## src/rtl/board_draw.sv

```systemverilog
// board_draw: walks the 16x16 board RAM in raster order and issues one plot request per cell,
// handshaking with the block drawer through waitrequest.
module board_draw #(
  parameter bit         SKIP_EN   = 1'b0,
  parameter logic [2:0] BG_COLOUR = 3'b000
) (
  input  logic       clk,
  input  logic       rst_n,
  input  logic       start,
  output logic       busy,
  output logic       done,
  output logic [7:0] mem_addr,
  input  logic [2:0] mem_rdata,
  output logic       game_plot,
  output logic [3:0] game_x,
  output logic [3:0] game_y,
  output logic [2:0] game_colour,
  input  logic       waitrequest
);
  typedef enum logic [2:0] {IDLE, FETCH, LATCH, ISSUE, WAIT_HI, WAIT_LO, NEXT, DONE} state_t;
  state_t state, state_d;
  logic       busy_d, done_d, plot_d;
  logic [7:0] addr_d;
  logic [3:0] x_d, y_d;
  logic [2:0] colour_d;
  // mem_addr doubles as the {y,x} cell cursor, so incrementing it gives raster order
  always_comb begin
    state_d  = state;
    busy_d   = busy;
    done_d   = 1'b0;
    plot_d   = 1'b0;
    addr_d   = mem_addr;
    x_d      = game_x;
    y_d      = game_y;
    colour_d = game_colour;
    case (state)
      IDLE: if (start) begin
        busy_d  = 1'b1;
        addr_d  = 8'd0;
        state_d = FETCH;
      end
      FETCH: state_d = LATCH;
      LATCH: begin
        colour_d = mem_rdata;
        x_d      = mem_addr[3:0];
        y_d      = mem_addr[7:4];
        state_d  = (SKIP_EN && mem_rdata == BG_COLOUR) ? NEXT : ISSUE;
      end
      ISSUE: if (!waitrequest) begin
        plot_d  = 1'b1;
        state_d = WAIT_HI;
      end
      WAIT_HI: state_d = waitrequest ? WAIT_LO : WAIT_HI;
      WAIT_LO: state_d = waitrequest ? WAIT_LO : NEXT;
      NEXT: begin
        addr_d  = (mem_addr == 8'hff) ? mem_addr : mem_addr + 8'd1;
        state_d = (mem_addr == 8'hff) ? DONE : FETCH;
      end
      DONE: begin
        done_d  = 1'b1;
        busy_d  = 1'b0;
        state_d = IDLE;
      end
      default: state_d = IDLE;
    endcase
  end
  always_ff @(posedge clk) begin
    if (!rst_n) begin
      state       <= IDLE;
      busy        <= 1'b0;
      done        <= 1'b0;
      game_plot   <= 1'b0;
      mem_addr    <= 8'd0;
      game_x      <= 4'd0;
      game_y      <= 4'd0;
      game_colour <= 3'b000;
    end else begin
      state       <= state_d;
      busy        <= busy_d;
      done        <= done_d;
      game_plot   <= plot_d;
      mem_addr    <= addr_d;
      game_x      <= x_d;
      game_y      <= y_d;
      game_colour <= colour_d;
    end
  end
endmodule

```

## config.mk

```make
export PLATFORM = sky130hd
export DESIGN_NAME = board_draw
export DESIGN_NICKNAME = d
export VERILOG_FILES = /design/src/rtl/board_draw.sv
export SDC_FILE = /design/constraint.sdc
export NUM_CORES = 1
export LEC_CHECK = 0
export CAP_MARGIN = 20
export CORE_MARGIN = 2
export CORE_UTILIZATION = 42
export CTS_CLUSTER_SIZE = 8
export DETAILED_ROUTE_END_ITERATION = 6
export PLACE_DENSITY_LB_ADDON = 0.1
export SLEW_MARGIN = 20
export SYNTH_ARGS = -nofsm -noshare
export SYNTH_HDL_FRONTEND = slang
export SYNTH_SLANG_ARGS = --single-unit
```

## constraint.sdc

```tcl
create_clock -name clk -period 1.48 [get_ports clk]
set_input_delay 0.296 -clock clk [delete_from_list [all_inputs] [get_ports clk]]
set_output_delay 0.296 -clock clk [all_outputs]
set_load 0.01 [all_outputs]
```

# After elaboration in Yosys (flattened, before gate mapping)
# Index checks and enable logic that the tools add are counted.
[classes] addsub=1 eq_ne=11 muxes=13 reduce_logical=7
[ops] operator="case mux 3 bit (8 select lines)" count=1
[ops] operator="2-to-1 mux 8 bit" count=2
[ops] operator="case mux 8 bit (2 select lines)" count=1
[ops] operator="== test 3 bit, second input constant" count=4
[ops] operator="2-to-1 mux 3 bit" count=3
[ops] operator="adder 8 x 1 -> 8 bit, second input constant" count=1
[ops] operator="== test 8 bit, second input constant" count=1
[ops] operator="== test 3 x 2 -> 1 bit, second input constant" count=2
[ops] operator="!= test 2 bit, second input constant" count=3
[ops] operator="AND reduction 2 bit" count=3
[ops] operator="2-to-1 mux 1 bit" count=4
[ops] operator="nonzero test 2 bit" count=2
[ops] operator="== test 3 x 1 -> 1 bit, second input constant" count=1
[ops] operator="zero test 3 bit" count=1
[ops] operator="AND reduction 3 bit" count=1
[ops] operator="2-to-1 mux 2 bit" count=1
[ops] operator="case mux 1 bit (2 select lines)" count=1
[word_totals] regBits=25 inputBits=7 out_inout_bits=22

# Logic depth before layout (Yosys ltp)
[logic_depth] depth_word=3 depth_mapped=6 mapped_depth_nobuf=5

# Least setup slack after synthesis
# OpenSTA, ideal clock, no wires.
[synth_path] kind="reg-to-reg" from="reg mem_addr[0]" to="reg mem_addr[7]" setup_time_ns=0.120 arrival_ns=1.346 required_time_ns=1.360 setup_slack_ns=0.015 stages_incl_launch_ff=6 n_path_buf=0 period_less_slack_ns=1.465 cell_sequence="dfxtp_1 > ha_1 > and3_1 > a21oi_1 > and3_1 > a211o_1"
[synth_via] elab_chain_cells=3 elab_cells_between_ends=6 cone_classes="1 x add/sub; 2 x eq/ne; 2 x mux; 1 x reduce/logical"
[synth_lines] item="from (decl)" line="12" rtl="output logic [7:0] mem_addr,"
[synth_lines] item="from (signal assigned)" line="82" rtl="mem_addr <= addr_d;"
[synth_lines] item="adder 8 x 1 -> 8 bit / == test 8 bit (equally long branches)" line="56" rtl="addr_d = (mem_addr == 8'hff) ? mem_addr : mem_addr + 8'd1;"
[synth_lines] item="2-to-1 mux 8 bit / != test 2 bit (equally long branches)"
[synth_lines] item="case mux 8 bit (2 select lines) / AND reduction 3 bit (equally long branches)"
# Several ways; a longest one is shown, not always the timed one. The select of a mux whose other input is x is not followed.
# A chain may end at the register's enable or synchronous reset.

# Final worst setup path
[layout_path] from="reg state[0]" to="reg mem_addr[0]"
[layout_via] elab_chain_cells=3 elab_cells_between_ends=7 cone_classes="3 x eq/ne; 1 x mux; 3 x reduce/logical"
[layout_lines] item="from (decl)" line="21" rtl="state_t state, state_d;"
[layout_lines] item="from (signal assigned)" line="78" rtl="state <= state_d;"
[layout_lines] item="== test 3 bit / zero test 3 bit (equally long branches)" line="36" rtl="case (state)"
[layout_lines] item="!= test 2 bit (no source line) / nonzero test 2 bit (equally long branches)"
[layout_lines] item="AND reduction 3 bit (no source line)"
# Several ways; a longest one is shown, not always the timed one.

==> impl_metrics.yaml <==
status:
  status: "completed"
timing:
  tightestPinTransition_ns: 0.3481
  setup_viol: 0
  drv_slew: 0
  slew_headroom_pct: 76.76
  hold_violations: 0
  fin_skew_ns: 0.008184
  rsz0062_at_grt: "no"
  fin_crit_ns: 1.423
  fmax_mhz: 702.7
  timing.final.ws_setup_ns: 0.05698
  min_period_over_period_pct: 96.15
  whs_ns: 0.4203
detailed_routing:
  drt-initial-drc-count: 9
  drtPass1Iterations: 4
  wl_um: 2510
  avgRoutedWirePerCell_um: 13.49
  via_per_inst: 5.242
  drtAntennaViolNets: 0
  drc_errors: 0
  num_vias: 975
final_layout:
  design_area_um2: 1578
  diodes: 0
  syn_to_final_growth_pct: 44.28
  nets: 165
  layoutNonFillerInstCount: 186
  drive_gt1_share_pct: 23.72
power_and_ir_drop:
  power_density_nw_per_um2: 757.9
  p_leak_nw: 0.7512
  ir_drop_uv: 613.7
yosys:
  post_synth.cell_area_avg_um2: 9.941
  synth_top_area_share_pct: 45.77
  synth-seq-cells: 25
  syn_inst: 110
  synth_area_leader_cell: "dfxtp_1"
  synth_nets: 118
  synth_cell_types: 35
  async_flop_share_pct: 0
  seq_area_frac_synth_pct: 45.77
  yosysWarnings: 0
  yosys-top-cells-count: "dfxtp_1, nor2_1, mux2i_1"
  synth.most_common_cell: "dfxtp_1"
  synth_top_flop_cell: "dfxtp_1"
  syn-cell-area_um2: 1094
  synth_area_leaders: "dfxtp_1, mux2i_1, nor2_1, a21oi_1, buf_6"
  synth_edf_count: 0
global_route:
  grt_overflow_total: 0
  grt_pass1_wl_um: 4133
  antenna_found_initial: 0
  grt_use_total_pct: 18.84
  grt_pass1_vias: 927
  grt_max_degree: 15
critical_path:
  crit_chain: "or3b_4, o21ai_4, a31oi_4, mux2_2"
  crit_required_ns: 1.69
  path_class: "reg -> reg"
  critPathMaxFanout: 7
  cp.arrival_ns: 1.63
  setup.worst_path.start_class: "register"
  max_stage_delay_ns: 0.42
  crit_path_end_kind: "register"
  critPathSlowestCell: "or3b_4"
place:
  place_area_um2: 1538
  portBuffers: 28
  gp_congestion: 0.8262
  dpl.cell_count: 182
  dp_hpwl_um: 1940
  post-place-ws_ns: -0.3411
clocking:
  cts.reportedPaths.clkPinSlew_ns: 0.13
  clock_latency_ns: 0.31
  cts_hold_buf: 0
  cts_tree: "done"
  root_buffer: "clkbuf_4"
  ctsHtreeMaxLevel: 1
  cts.sinks: 25
  clock_path_buffers: 2
  cts_made_buffers: 3
die:
  io_pins: 29
  rows: 18
  core_um2: 2477
  die_w_um: 55.03
  initial_core_util_pct: 44.14
  dieArea_um2: 3028
  die_h_um: 55.03
flow_run:
  maxCapViolations: 0
worst_hold_path:
  hold_path_class: "in -> reg"
## final timing paths
kind | from | end | slack, ns | cells past startpoint
setup / recovery | state[0] | mem_addr[0] | 0.06 | 4
hold / removal | start | state[0] | 0.42 | 4
setup reg to reg | state[0] | mem_addr[0] | 0.06 | 4
hold reg to reg | game_x[2] | game_x[2] | 0.51 | 2
## through the flow
step / utilization (%) / setup TNS (ns) / total power [W]
3_5_place_dp: 62.07 / -2.351 / 0.0009159
3_3_place_gp: 62.07 / -2.114 / 0.0009115
5_1_grt: 63.69 / 0 / 0.001253
4_1_cts: 62.37 / 0 / 0.001214
6_report: 63.69 / 0 / 0.001196
2_1_floorplan: - / 0 / 0.0008334
## cells by family (layout without fill, tap and decap cells)
logic type	after synthesis	count (layout)	share of synthesized area (%)
buffers and inverters	8	54	4.462
AND/OR/NAND/NOR	39	39	18.99
multiplexers	12	12	11.10
flip-flops	25	25	45.77
XOR/XNOR	2	2	1.602
AO/OA/AOI/OAI	23	23	16.93
adder cells (fa/ha/maj)	1	1	1.144
## critical path: cells and delay by family (launching register included)
kind / cells / cell delay (ns)
and+or+nand+nor: 1 / 0.42
DFF: 1 / 0.36
muxes: 1 / 0.29
AOI/OAI and AO/OA: 2 / 0.26
## power breakdown
group,internal (W),switching (W)
clock,0.000101,0.000198
sequential,0.000690,0.0000133
combinational,0.000104,0.0000894
## cell type report
class / count / area, µm²
clock inverter: 1 / 5.005
multi-input combinational: 77 / 564.3
tap: 30 / 37.54
fill: 226 / 899.6
sequential: 25 / 506.7
clock buffer: 3 / 22.52
timing repair buffer: 46 / 426.7
inverter: 4 / 15.01
## cells in the final DEF, fill, tap and decap left out, types with 3 or more instances in the layout
master           Yosys  layout
dlygate4sd2_1        0      20
nand2_1              5       4
clkdlybuf4s50_1      0       5
dlymetal6s2s_1       0       3
clkbuf_4             0       3
o21ai_0              3       3
buf_4                1      15
a21oi_1              6       6
mux2i_1             11      11
nor2_1              14      14
inv_1                4       4
nand3_1              4       4
nor3_1               4       4
dfxtp_1             25      20
dfxtp_2              0       5
## per-layer routing
metal  share of wire, %  GRT usage, %  vias up
met2                 47         30.16       18
met1                 48         26.04      470
met3                4.2         3.495        2
met5                  0             0        -
met4               0.76         4.878        0
li1                   -             -      485
## flip-flops by register name (all words and copies together) (netlist names)
signal and flops:
busy 1, game_plot 1, game_colour 3, game_x 4
done 1, mem_addr 8, state 3, game_y 4
## what timing repair did
item,CTS,global route
buffers inserted,0,0
endpoints found under the setup margin,22,7
pin swaps,1,3
resized for setup,24,9
Note: power is estimated with default switching activity, not from simulation.
